===== src/rtl/tank_pump_ctrl.sv =====
// Fill controller for the five-probe water tank: probe debounce, level/LED
// decode, hysteretic pump sequencing, and latched fault reporting.
// Latency: probe change to level/led is DEB_CYCLES+1 cycles. The FSM and pump react one cycle later.
module tank_pump_ctrl #(
  parameter int DEB_CYCLES   = 4,
  parameter int LOW_LVL      = 1,
  parameter int RISE_TIMEOUT = 1000
) (
  input  logic       clk,
  input  logic       rst,
  input  logic [4:0] probe,
  input  logic       clr_fault,
  output logic       pump_on,
  output logic [2:0] level,
  output logic [4:0] led,
  output logic       fault,
  output logic [1:0] fault_code
);

  localparam int             DCW      = $clog2(DEB_CYCLES + 1);
  localparam int             TCW      = $clog2(RISE_TIMEOUT + 1);
  localparam logic [DCW-1:0] DEB_LAST = DCW'(DEB_CYCLES - 1);
  localparam logic [TCW-1:0] TMO_LAST = TCW'(RISE_TIMEOUT - 1);
  localparam logic [2:0]     LOW_THR  = 3'(LOW_LVL);
  localparam logic [2:0]     LVL_TOP  = 3'd5;

  localparam logic [1:0] CODE_NONE    = 2'b00;
  localparam logic [1:0] CODE_PATTERN = 2'b01;
  localparam logic [1:0] CODE_TIMEOUT = 2'b10;

  typedef enum logic [1:0] {
    IDLE  = 2'd0,
    FILL  = 2'd1,
    FULL  = 2'd2,
    FAULT = 2'd3
  } state_t;

  // A probe pattern is legal only when the wet probes form a contiguous run
  // from the bottom. This holds exactly when p+1 shares no set bit with p.
  function automatic logic is_therm(input logic [4:0] p);
    return ((p & (p + 5'd1)) == 5'd0);
  endfunction

  function automatic logic [2:0] popcnt(input logic [4:0] p);
    logic [2:0] n;
    n = 3'd0;
    for (int i = 0; i < 5; i++) n = n + {2'b00, p[i]};
    return n;
  endfunction

  logic [4:0]     raw_q;
  logic [DCW-1:0] deb_cnt_q;
  logic           stab_ok_q;   // last accepted pattern was a legal thermometer code
  logic           stab_bad_q;  // last accepted pattern was illegal
  logic [2:0]     level_q;
  logic [4:0]     led_q;       // a legal stable pattern is already the LED image

  logic           deb_hit;
  logic           raw_therm;

  assign deb_hit   = (deb_cnt_q == DEB_LAST);
  assign raw_therm = is_therm(raw_q);

  // Debounce: accept raw_q once it has matched probe for DEB_CYCLES samples.
  // Until the first pattern is accepted after reset neither flag is set, so
  // the pump cannot start on the reset value of level.
  always_ff @(posedge clk) begin
    if (rst) begin
      raw_q      <= 5'd0;
      deb_cnt_q  <= '0;
      stab_ok_q  <= 1'b0;
      stab_bad_q <= 1'b0;
      level_q    <= 3'd0;
      led_q      <= 5'd0;
    end else begin
      raw_q <= probe;
      if (probe != raw_q)
        deb_cnt_q <= '0;
      else if (!deb_hit)
        deb_cnt_q <= deb_cnt_q + DCW'(1);

      if (deb_hit) begin
        if (raw_therm) begin
          stab_ok_q  <= 1'b1;
          stab_bad_q <= 1'b0;
          level_q    <= popcnt(raw_q);
          led_q      <= raw_q;
        end else begin
          // Level and LEDs keep their last legal values.
          stab_ok_q  <= 1'b0;
          stab_bad_q <= 1'b1;
        end
      end
    end
  end

  state_t         state_q;
  logic           pump_q;
  logic           fault_q;
  logic [1:0]     code_q;
  logic [TCW-1:0] tmo_q;
  logic [2:0]     lvl_prev_q;
  logic           lvl_up;

  assign lvl_up = (level_q > lvl_prev_q);

  // Pump sequencing FSM with registered outputs. Pattern faults outrank
  // everything. In FILL, reaching the top outranks the rise timeout.
  always_ff @(posedge clk) begin
    if (rst) begin
      state_q    <= IDLE;
      pump_q     <= 1'b0;
      fault_q    <= 1'b0;
      code_q     <= CODE_NONE;
      tmo_q      <= '0;
      lvl_prev_q <= 3'd0;
    end else begin
      lvl_prev_q <= level_q;
      case (state_q)
        IDLE: begin
          tmo_q <= '0;
          if (stab_bad_q) begin
            state_q <= FAULT;
            fault_q <= 1'b1;
            code_q  <= CODE_PATTERN;
          end else if (stab_ok_q && (level_q <= LOW_THR)) begin
            state_q <= FILL;
            pump_q  <= 1'b1;
          end
        end
        FILL: begin
          if (stab_bad_q) begin
            state_q <= FAULT;
            pump_q  <= 1'b0;
            fault_q <= 1'b1;
            code_q  <= CODE_PATTERN;
            tmo_q   <= '0;
          end else if (level_q == LVL_TOP) begin
            state_q <= FULL;
            pump_q  <= 1'b0;
            tmo_q   <= '0;
          end else if (lvl_up) begin
            tmo_q <= '0;
          end else if (tmo_q == TMO_LAST) begin
            state_q <= FAULT;
            pump_q  <= 1'b0;
            fault_q <= 1'b1;
            code_q  <= CODE_TIMEOUT;
            tmo_q   <= '0;
          end else begin
            // Draw-off (level falling) keeps counting. The counter never passes TMO_LAST.
            tmo_q <= tmo_q + TCW'(1);
          end
        end
        FULL: begin
          tmo_q <= '0;
          if (stab_bad_q) begin
            state_q <= FAULT;
            fault_q <= 1'b1;
            code_q  <= CODE_PATTERN;
          end else if (level_q < LVL_TOP) begin
            // Hysteresis: the pump restarts only via the IDLE threshold.
            state_q <= IDLE;
          end
        end
        default: begin
          // FAULT: hold the code until the operator clears it with a legal pattern present.
          tmo_q <= '0;
          if (clr_fault && stab_ok_q) begin
            state_q <= IDLE;
            fault_q <= 1'b0;
            code_q  <= CODE_NONE;
          end
        end
      endcase
    end
  end

  assign pump_on    = pump_q;
  assign level      = level_q;
  assign led        = led_q;
  assign fault      = fault_q;
  assign fault_code = code_q;

endmodule


===== config.mk =====
export PLATFORM = sky130hd
export DESIGN_NAME = tank_pump_ctrl
export DESIGN_NICKNAME = d
export VERILOG_FILES = /design/src/rtl/tank_pump_ctrl.sv
export SDC_FILE = /design/constraint.sdc
export NUM_CORES = 1
export LEC_CHECK = 0
export CAP_MARGIN = 20
export CORE_MARGIN = 5
export CORE_UTILIZATION = 55
export DETAILED_ROUTE_END_ITERATION = 10
export GPL_ROUTABILITY_DRIVEN = 0
export GPL_TIMING_DRIVEN = 0
export PLACE_DENSITY = 0.78
export SYNTH_ARGS = -nofsm -noshare
export SYNTH_HDL_FRONTEND = slang
export SYNTH_SLANG_ARGS = --single-unit

===== constraint.sdc =====
create_clock -name clk -period 1.93 [get_ports clk]
set_input_delay 0.386 -clock clk [delete_from_list [all_inputs] [get_ports clk]]
set_output_delay 0.386 -clock clk [all_outputs]
set_load 0.005 [all_outputs]

==> out/results.txt <==
status = finished, final reports clean
Synth Instances = 187
reg2reg start = raw_q[3]
RSZ-0062 raised after global routing = no
Clock Path Buffers = 2
Cell Chain, Critical Path = fa_1, fa_1, ha_1, mux2i_1, nor2_1
number of antenna repair diodes = 0
Initial Util = 0.574
core area = 0.00305 mm²
post-route non-filler standard cell count = 257
yosys warns = 0
Leak = 0.000788 µW
hold depth = 1
Max Fanout on Critical Path = 5
top-area cell type share of the netlist area = 0.423
layout cells sized above 1 = 0.0751
Vias/cell = 5.13
number of synthesized register bits = 37
Crit Path Class = reg2reg
Die W = 66.5 µm
PD cells = 773 mW/mm²
H-tree level count = 2
CTS tree = done
maximum VDD drop = 369 µV
Die Ht = 66.5 µm
worst slew pin tran = 558 ps
grt total ovfl = 0
sequential fraction of the synthesis area = 0.423
Rel. slew slack = 0.624
Setup Viol. Count Final = 0
worst skew pair latency = 330 ps
Fmax achieved = 542 MHz
postcts setup bufs = 0
drt initial violations = 80
# DRC = 0
Seq. cell area = 743 µm²
multi-input gate area in the final layout = 932 µm²
slowest stage cell, crit path = fa_1
power consumption = 1580 µW
Final Hold Fails = 0
filler cell count = 248
post-cts hold buffer count = 0
post-route clock period utilization = 0.956
most frequent cells in the layout = 35 x dfxtp_1, 31 x nor2_1, 18 x clkdlybuf4s50_1
R2R setup slack = 80 ps
Worst setup EP type = flop
synthesis-to-layout area growth = 16.6%
post-route minimum period = 1850 ps
r2r endpoint = level[1]
clk root buf = clkbuf_4
placed insts = 249
Netlist cell types = 41
total wire length = 3220 µm
max-slew violation count = 0
nets@finish = 231
initial antenna violation count = 0
Vias = 1,319
Worst Reg2Reg Path Length in Cells = 5
Worst Setup EP = level[1]
ys flop type = dfxtp_1
Mapped Area = 0.00175 mm²
I/O Buffers = 18
Post-DP HPWL = 2420 µm
max_cap viols = 0
CP dominant cell by count = fa_1
pin count of the biggest net entering global routing = 11
HP Start = tmo_q[0]
Hold Path Class = reg2reg
Worst-path clk slew = 100 ps
Synthesized Nets = 206
skew final = 3.71 ps
clock buffer count from CTS = 5
Async SR Flop Fraction = 0
CTS Sinks = 37
area leader, netlist = dfxtp_1
Die ar. = 0.00442 mm²
GRT Total Usage = 0.170
Setup WS post-layout = 85.0 ps
max incr delay on CP = 460 ps
IO Pins = 20
first-pass GRT wire length = 5710 µm
Post-synth EDFFs = 0
Mean Syn Cell Area = 9.37 µm²
number of global-route vias before repair = 1,306
worst hold margin = 480 ps
CP Launch Type = flop
Final ANT Viol Nets = 0
row cnt = 20
mean routed wirelength per cell = 12.5 µm
largest cells by area after synthesis = dfxtp_1 42%, nor2_1 6.6%, ha_1 6.4%, mux2i_1 5.7%, xnor2_1 4.5%
CP arrival = 2070 ps
most common cell after layout, fill and taps aside = dfxtp_1
CP required = 2150 ps
Setup TNS Final = 0 ps
pre-CTS WS = 57.6 ps
DR pass1 iterations = 4
Setup crit start = raw_q[3]
[critical path: cells and delay by family (launching register included)]
family | cells | cell delay, ps
adder cells (fa/ha/maj) | 3 | 1110
flip-flops | 1 | 440
multiplexers | 1 | 120
AND/OR/NAND/NOR | 1 | 50
[routing by layer]
| layer | vias up | share of wire | GRT usage |
|---|---|---|---|
| li1 | 684 | - | - |
| met1 | 600 | 0.48 | 0.216 |
| met2 | 30 | 0.45 | 0.265 |
| met3 | 5 | 0.051 | 0.0438 |
| met4 | 0 | 0.018 | 0.0812 |
| met5 | - | 0 | 0 |
[cells by family after synthesis]
kind of cell	after synthesis	synth area share
muxes	10	0.0571
and+or+nand+nor	71	0.214
xor gates and xnor gates	14	0.0700
buffers and inverters	20	0.0485
DFF	37	0.423
AOI/OAI and AO/OA	24	0.101
adders and majority gates	11	0.0871
[how the worst min path moves through the flow]
stage | slack, ps | endpoint
final | 480 | tmo_q[0]
after global routing | 520 | tmo_q[0]
after CTS | 480 | tmo_q[0]
after detailed placement | 450 | tmo_q[0]
after global placement | 440 | tmo_q[0]
after floorplan | 430 | tmo_q[0]
[metrics by stage]
| stage | utilization | cell area (µm²) |
|---|---|---|
| 6_report | 0.670 | 2040 |
| 5_1_grt | 0.670 | 2040 |
| 4_1_cts | 0.667 | 2040 |
| 3_5_place_dp | 0.651 | 1990 |
| 3_3_place_gp | 0.651 | 1990 |
| 2_1_floorplan | - | 1750 |
[state kept, by name (all words and copies together) (netlist names)]
name / cells
fault: 1
level: 3
stab_bad_q: 1
fault_code: 2
led: 5
deb_cnt_q: 3
stab_ok_q: 1
state_q: 2
raw_q: 5
tmo_q: 10
pump_on: 1
lvl_prev_q: 3
[cell usage after synthesis (all sizes together) (2+ instances only)]
cell type  number
fa              2
clkbuf          4
nor3b           2
o21ai           5
xnor2           9
nand2           6
xor2            5
mux2i          10
and3b           2
nand2b          3
dfxtp          37
o211ai          3
nand3           5
buf             3
nor3            4
nor2b           9
nand4           3
nor2           31
and4            2
a21oi           6
ha              9
inv            13
[timing repair]
action                     4_1_cts  5_1_grt
hold endpoints to repair         0        0
setup endpoints to repair        0        6
resized for setup                0        3
[report_power, final]
| part | leakage (µW) | internal (µW) | total (µW) | switching (µW) |
|---|---|---|---|---|
| registers | 0.000301 | 812 | 858 | 46.5 |
| logic | 0.000461 | 173 | 344 | 171 |
| clock network | 0.0000265 | 145 | 377 | 232 |
| total | 0.000788 | 1130 | 1580 | 450 |
[layout make-up]
cell class / instances / share of cell area
multi-input cells: 130 / 0.456
flip-flops and latches: 37 / 0.364
repair buffers: 18 / 0.0881
well taps: 44 / 0.0269
clock buffers: 8 / 0.0239
inverters: 13 / 0.0239
plain buffers: 7 / 0.0177
(Power assumes the default switching activity.)
